==> src/rtl/dac_scheduler.sv <==
// dac_scheduler
//   Shares one DAC serial interface between two sample requesters (A and B).
//   A round-robin grant latches the winner's sample onto dac_data, pulses
//   dac_start, waits for dac_done (or a timeout), acknowledges the winner and
//   then holds off for MIN_GAP idle cycles before the next grant.
//
// Ports
//   sclk         in   clock, all logic on the rising edge
//   reset        in   synchronous active-high reset
//   req_a/req_b  in   transfer request, held with its data until acknowledged
//   data_a/b     in   sample words, captured only at grant
//   ack_a/ack_b  out  one-cycle pulse when the granted sample has completed
//   dac_data     out  sample presented to the DAC, held until the next grant
//   dac_start    out  one-cycle pulse starting a DAC transfer
//   dac_done     in   DAC finished the current transfer (ignored outside WAIT)
//   busy         out  high whenever the scheduler is not idle
//   last_grant   out  0 = A granted last, 1 = B granted last
//   timeout_err  out  sticky flag: a transfer timed out, cleared only by reset
module dac_scheduler #(
  parameter int DATA_W  = 8,
  parameter int MIN_GAP = 4,
  parameter int TIMEOUT = 64
) (
  input  logic              sclk,
  input  logic              reset,
  input  logic              req_a,
  input  logic [DATA_W-1:0] data_a,
  output logic              ack_a,
  input  logic              req_b,
  input  logic [DATA_W-1:0] data_b,
  output logic              ack_b,
  output logic [DATA_W-1:0] dac_data,
  output logic              dac_start,
  input  logic              dac_done,
  output logic              busy,
  output logic              last_grant,
  output logic              timeout_err
);

  // One counter serves both the WAIT timeout and the GAP hold-off, so it is
  // sized for the larger of the two; neither state lets it run past its limit.
  localparam int CNT_MAX = (TIMEOUT > MIN_GAP) ? TIMEOUT : MIN_GAP;
  localparam int CNT_W   = $clog2(CNT_MAX + 1);
  localparam logic [CNT_W-1:0] TO_LAST  = CNT_W'(TIMEOUT - 1);
  localparam logic [CNT_W-1:0] GAP_LAST = (MIN_GAP > 0) ? CNT_W'(MIN_GAP - 1) : '0;

  typedef enum logic [1:0] {S_IDLE, S_START, S_WAIT, S_GAP} state_t;

  state_t            r_state;
  state_t            w_next;
  logic [CNT_W-1:0]  r_cnt;
  logic [DATA_W-1:0] r_dac_data;
  logic              r_last_grant;
  logic              r_ack_a;
  logic              r_ack_b;
  logic              r_timeout_err;

  logic              w_any_req;
  logic              w_win_b;
  logic              w_done_ok;
  logic              w_timeout;
  logic              w_dac_start;
  logic              w_busy;

  assign w_any_req = req_a | req_b;
  // On a tie the side that did not win last time gets the grant.
  assign w_win_b   = req_b & (~req_a | ~r_last_grant);
  assign w_done_ok = (r_state == S_WAIT) & dac_done;
  // dac_done on the final WAIT cycle takes priority over the timeout.
  assign w_timeout = (r_state == S_WAIT) & ~dac_done & (r_cnt == TO_LAST);

  always_ff @(posedge sclk) begin
    if (reset) r_state <= S_IDLE;
    else       r_state <= w_next;
  end

  always_comb begin
    w_next      = r_state;
    w_dac_start = 1'b0;
    w_busy      = 1'b1;
    case (r_state)
      S_IDLE: begin
        w_busy = 1'b0;
        if (w_any_req) w_next = S_START;
      end
      S_START: begin
        w_dac_start = 1'b1;
        w_next      = S_WAIT;
      end
      S_WAIT: begin
        if (w_done_ok | w_timeout) w_next = (MIN_GAP == 0) ? S_IDLE : S_GAP;
      end
      S_GAP: begin
        if (r_cnt == GAP_LAST) w_next = S_IDLE;
      end
      default: w_next = S_IDLE;
    endcase
  end

  always_ff @(posedge sclk) begin
    if (reset) begin
      r_cnt <= '0;
    end else begin
      case (r_state)
        S_WAIT:  r_cnt <= (w_done_ok | w_timeout) ? '0 : r_cnt + 1'b1;
        S_GAP:   r_cnt <= r_cnt + 1'b1;
        default: r_cnt <= '0;
      endcase
    end
  end

  // Grant capture: winner's sample and identity are latched in IDLE.
  always_ff @(posedge sclk) begin
    if (reset) begin
      r_dac_data   <= '0;
      r_last_grant <= 1'b1;
    end else if ((r_state == S_IDLE) && w_any_req) begin
      r_dac_data   <= w_win_b ? data_b : data_a;
      r_last_grant <= w_win_b;
    end
  end

  // Acknowledge goes to the side recorded at grant; a timeout gives no ack.
  always_ff @(posedge sclk) begin
    if (reset) begin
      r_ack_a       <= 1'b0;
      r_ack_b       <= 1'b0;
      r_timeout_err <= 1'b0;
    end else begin
      r_ack_a <= w_done_ok & ~r_last_grant;
      r_ack_b <= w_done_ok &  r_last_grant;
      if (w_timeout) r_timeout_err <= 1'b1;
    end
  end

  assign ack_a       = r_ack_a;
  assign ack_b       = r_ack_b;
  assign dac_data    = r_dac_data;
  assign dac_start   = w_dac_start;
  assign busy        = w_busy;
  assign last_grant  = r_last_grant;
  assign timeout_err = r_timeout_err;

endmodule

==> config.mk <==
export PLATFORM = sky130hd
export DESIGN_NAME = dac_scheduler
export DESIGN_NICKNAME = d
export VERILOG_FILES = /design/src/rtl/dac_scheduler.sv
export SDC_FILE = /design/constraint.sdc
export NUM_CORES = 1
export LEC_CHECK = 0
export CAP_MARGIN = 15
export CELL_PAD_IN_SITES_DETAIL_PLACEMENT = 0
export CELL_PAD_IN_SITES_GLOBAL_PLACEMENT = 1
export CORE_AREA = 2 2 67 69
export CTS_BUF_LIST = sky130_fd_sc_hd__clkbuf_4 sky130_fd_sc_hd__clkbuf_8
export CTS_CLUSTER_DIAMETER = 30
export CTS_CLUSTER_SIZE = 25
export DETAILED_ROUTE_END_ITERATION = 7
export DIE_AREA = 0 0 69 71
export GPL_TIMING_DRIVEN = 0
export PLACE_DENSITY_LB_ADDON = 0.25
export SLEW_MARGIN = 25
export SYNTH_ARGS = -nofsm -noshare
export SYNTH_HDL_FRONTEND = slang
export SYNTH_SLANG_ARGS = --single-unit
==> constraint.sdc <==
create_clock -name sclk -period 2.17 [get_ports sclk]
set_clock_uncertainty 0.15 [all_clocks]
set_input_delay 0.217 -clock sclk [delete_from_list [all_inputs] [get_ports sclk]]
set_output_delay 0.217 -clock sclk [all_outputs]
set_load 0.05 [all_outputs]
==> impl_metrics.sql <==
INSERT INTO impl_metrics (metric_group, metric, value, unit) VALUES
('timing', 'setup_violations', '0', ''),
('placement', 'dp.final_hpwl', '1775', 'µm'),
('synth', 'synth_fp_nets', '133', ''),
('timing', 'post-route-min-period', '2041', 'ps'),
('clocking', 'cts_hold_buf', '0', ''),
('synth', 'yosys_warnings', '0', ''),
('synth', 'synth_seq_cells', '21', ''),
('clocking', 'tritoncts_clock_tree', 'built', ''),
('synth', 'syn-cell-area', '994.7', 'µm²'),
('layout', 'final_cell_area', '0.001438', 'mm²'),
('route', 'detail_route.wl_per_cell', '11.16', 'µm'),
('timing', 'fin_setup_tns', '0', 'ps'),
('critical_path', 'worst-path-max-fanout', '4', ''),
('power', 'power_density', '1076', 'mW/mm²'),
('critical_path', 'setup.worst_path.class', 'register to output port', ''),
('status', 'outcome', 'completed', ''),
('timing', 'worst_slew_pin_slew', '514.9', 'ps'),
('layout', 'antenna-diode-count', '0', ''),
('critical_path', 'cp.arrival', '1670', 'ps'),
('timing', 'final_period_util', '94.04', '%'),
('floorplan', 'ios', '35', ''),
('synth', 'yosysSeqAreaShare', '42.26', '%'),
('layout', 'most_common_cell_after_layout_fill_and_taps_aside', 'sky130_fd_sc_hd__clkdlybuf4s50_1', ''),
('grt', 'grt_first_pass_wirelength', '3767', 'µm'),
('min_path', 'min_from', 'reset', ''),
('grt', 'antenna_found_initial', '0', ''),
('min_path', 'timing.hold.worst_endpoint', 'dac_data[0]', ''),
('timing', 'finalMaxSlewViolations', '0', ''),
('timing', 'rsz0062_at_grt', 'false', ''),
('synth', 'postSynthAreaPerCell', '9.384', 'µm²'),
('min_path', 'min_path_cells', '2', ''),
('route', 'routed_wl', '2176', 'µm'),
('clocking', 'cts.repair_timing.setup_buffer_count', '0', ''),
('floorplan', 'initial_utilization', '23.66', '%'),
('critical_path', 'critPathTopFamily', 'buffers and inverters', ''),
('power', 'p_leak', '0.5350', 'nW'),
('clocking', 'cts_num_sinks', '21', ''),
('synth', 'yosysUniqueCellTypes', '27', ''),
('placement', 'numPortBuffers', '33', ''),
('clocking', 'number_of_buffers_on_the_longest_clock_path', '2', ''),
('clocking', 'clkSlewWorstSetupHoldPaths', '70', 'ps'),
('floorplan', 'die_area', '0.004899', 'mm²'),
('layout', 'area_delta_synth_final', '44.53', '%'),
('clocking', 'clock_insertion_delay_worst_skew', '250', 'ps'),
('placement', 'finalWeightedCongestion', '0.7099', ''),
('critical_path', 'timing.rr.start', 'r_state[0]', ''),
('critical_path', 'cp_slowest_stage_delay', '550', 'ps'),
('run', 'maxCapViolCount', '0', ''),
('power', 'peakVddDrop', '0.4068', 'mV'),
('layout', 'layout-drive-gt1-share', '6.993', '%'),
('route', 'avgViaCountPerCell', '4.503', ''),
('critical_path', 'worst-r2r-setup-slack', '420', 'ps'),
('critical_path', 'r2r-end', 'r_cnt[4]', ''),
('critical_path', 'worst_ep_required', '1800', 'ps'),
('floorplan', 'rows', '24', ''),
('critical_path', 'r2r.worst_path.cells', '6', ''),
('critical_path', 'worst_path_cell_trace', 'inv_1 > ha_1 > inv_1 > dlygate4sd2_1', ''),
('synth', 'synthesis.instances', '106', ''),
('critical_path', 'kind_of_start_point_of_the_critical_path', 'register', ''),
('grt', 'groute.usage.overall', '9.483', '%'),
('timing', 'fmaxAchievable', '0.4900', 'GHz'),
('timing', 'timing_hold_violations_final', '0', ''),
('grt', 'grt_overflow', '0', ''),
('min_path', 'hold_path_class', 'input pin to register', ''),
('route', 'remaining_drcs', '0', ''),
('route', 'dr.pass1.iters', '4', ''),
('layout', 'finalNetCount', '171', ''),
('route', 'drt-initial-drc-count', '29', ''),
('grt', 'number_of_global_route_vias_before_repair', '856', ''),
('layout', 'final_cell_mix', 'sky130_fd_sc_hd__clkdlybuf4s50_1, sky130_fd_sc_hd__dfxtp_1, sky130_fd_sc_hd__nor2_1', ''),
('floorplan', 'coreArea', '0.004204', 'mm²'),
('grt', 'pin_count_of_the_biggest_net_entering_global_routing', '12', ''),
('floorplan', 'die_width', '69', 'µm'),
('clocking', 'clockRootBuffer', 'sky130_fd_sc_hd__clkbuf_8', ''),
('clocking', 'total_cts_buffers', '3', ''),
('clocking', 'cts_max_level', '1', ''),
('placement', 'post_dp_cell_area', '0.001390', 'mm²'),
('critical_path', 'crit_path_end_kind', 'output port', ''),
('route', 'via_count', '878', ''),
('critical_path', 'crit_buf_inv', '3', ''),
('critical_path', 'critPathSlowestCell', 'sky130_fd_sc_hd__dlygate4sd2_1', ''),
('floorplan', 'die_y', '71', 'µm'),
('timing', 'max_slew_margin', '65.57', '%'),
('route', 'post_route_ant_nets', '0', ''),
('critical_path', 'timing.critical_path.mode_cell', 'sky130_fd_sc_hd__inv_1', '');
worst max-delay path by stage:
stage | endpoint | startpoint | cells after the start | slack (ps)
final | busy | r_state[0] | 4 | 130
after global placement | busy | r_state[0] | 4 | 130
after CTS | busy | r_state[0] | 4 | 100
after global routing | busy | r_state[0] | 4 | 20
after detailed placement | busy | r_state[0] | 4 | 130
after floorplan | dac_data[6] | r_state[0] | 7 | 450
layer usage:
layer	up-vias	global-route usage, %	wire [µm]
met5	-	0	0
met4	0	4.575	42
li1	443	-	-
met3	4	2.564	131
met1	402	9.765	851
met2	29	17.74	1150
worst register-to-register path: stages, from the launching register on:
cell	delay, ps
sky130_fd_sc_hd__dfxtp_1	380
sky130_fd_sc_hd__inv_1	100
sky130_fd_sc_hd__ha_1	240
sky130_fd_sc_hd__nor2b_1	180
sky130_fd_sc_hd__o21a_1	120
sky130_fd_sc_hd__o21bai_1	360
sky130_fd_sc_hd__nor2_1	100
sequential cells by signal, summed over array words and instances (netlist names):
register,count
ack_b,1
timeout_err,1
r_state,2
last_grant,1
r_cnt,7
dac_data,8
ack_a,1
power by group:
part           switching, mW  leakage, nW  total [mW]  internal [mW]
sequential            0.0533        0.172       0.520          0.466
clock                  0.114       0.0262       0.257          0.143
combinational          0.490        0.337       0.769          0.279
total                  0.658        0.535        1.55          0.888
cell type report:
type,count,area [µm²]
Clock buffer,4,48.80
Timing Repair Buffer,33,329.1
Fill cell,459,2766
Buffer,4,22.52
Tap cell,52,65.06
Sequential cell,21,420.4
Inverter,5,18.77
Multi-Input combinational cell,76,533.0
stage by stage:
stage	util [%]	setup slack (ps)	hold slack [ps]	instances	power (mW)
floorplan	-	447.6	216.3	106	1.061
finish	34.20	129.4	198.3	195	1.546
global route	34.20	19.92	263.8	195	1.654
detailed placement	33.07	126.0	311.7	191	1.316
global placement	33.07	127.9	297.2	191	1.307
CTS	34.20	98.44	213.4	195	1.574
cells in the mapped netlist, drive strengths merged:
library cell  number  area [µm²]
nand2b             3       18.77
and3               1       7.510
a31oi              2       12.51
xor2               3       26.28
clkbuf             2       7.510
nor3               1       5.000
a211oi             8       60.06
xnor2              1       8.760
mux2i             10       100.1
nand2              2       7.510
o41ai              1       8.760
or2                1       6.260
ha                 6       75.07
nand3              7       40.04
buf                2       15.01
nor2b              1       6.260
nor3b              1       7.510
o21a               2       15.01
o21bai             2       15.01
nor2              18       75.07
inv                5       18.77
nand3b             2       15.01
a21boi             1       7.510
dfxtp             21       420.4
a21oi              3       15.01
what timing repair did:
item	CTS	global route
hold endpoints to repair	0	0
gates resized for setup	1	0
endpoints found under the setup margin	1	0
cell families after synthesis:
kind of cell	share of synthesized area, %
multiplexers	10.06
adder cells (fa/ha/maj)	7.547
AND/OR/NAND/NOR	18.99
AO/OA/AOI/OAI	13.46
buffers and inverters	4.151
XOR/XNOR	3.523
flip-flops	42.26
No activity file was read; power rests on OpenSTA's default activity.
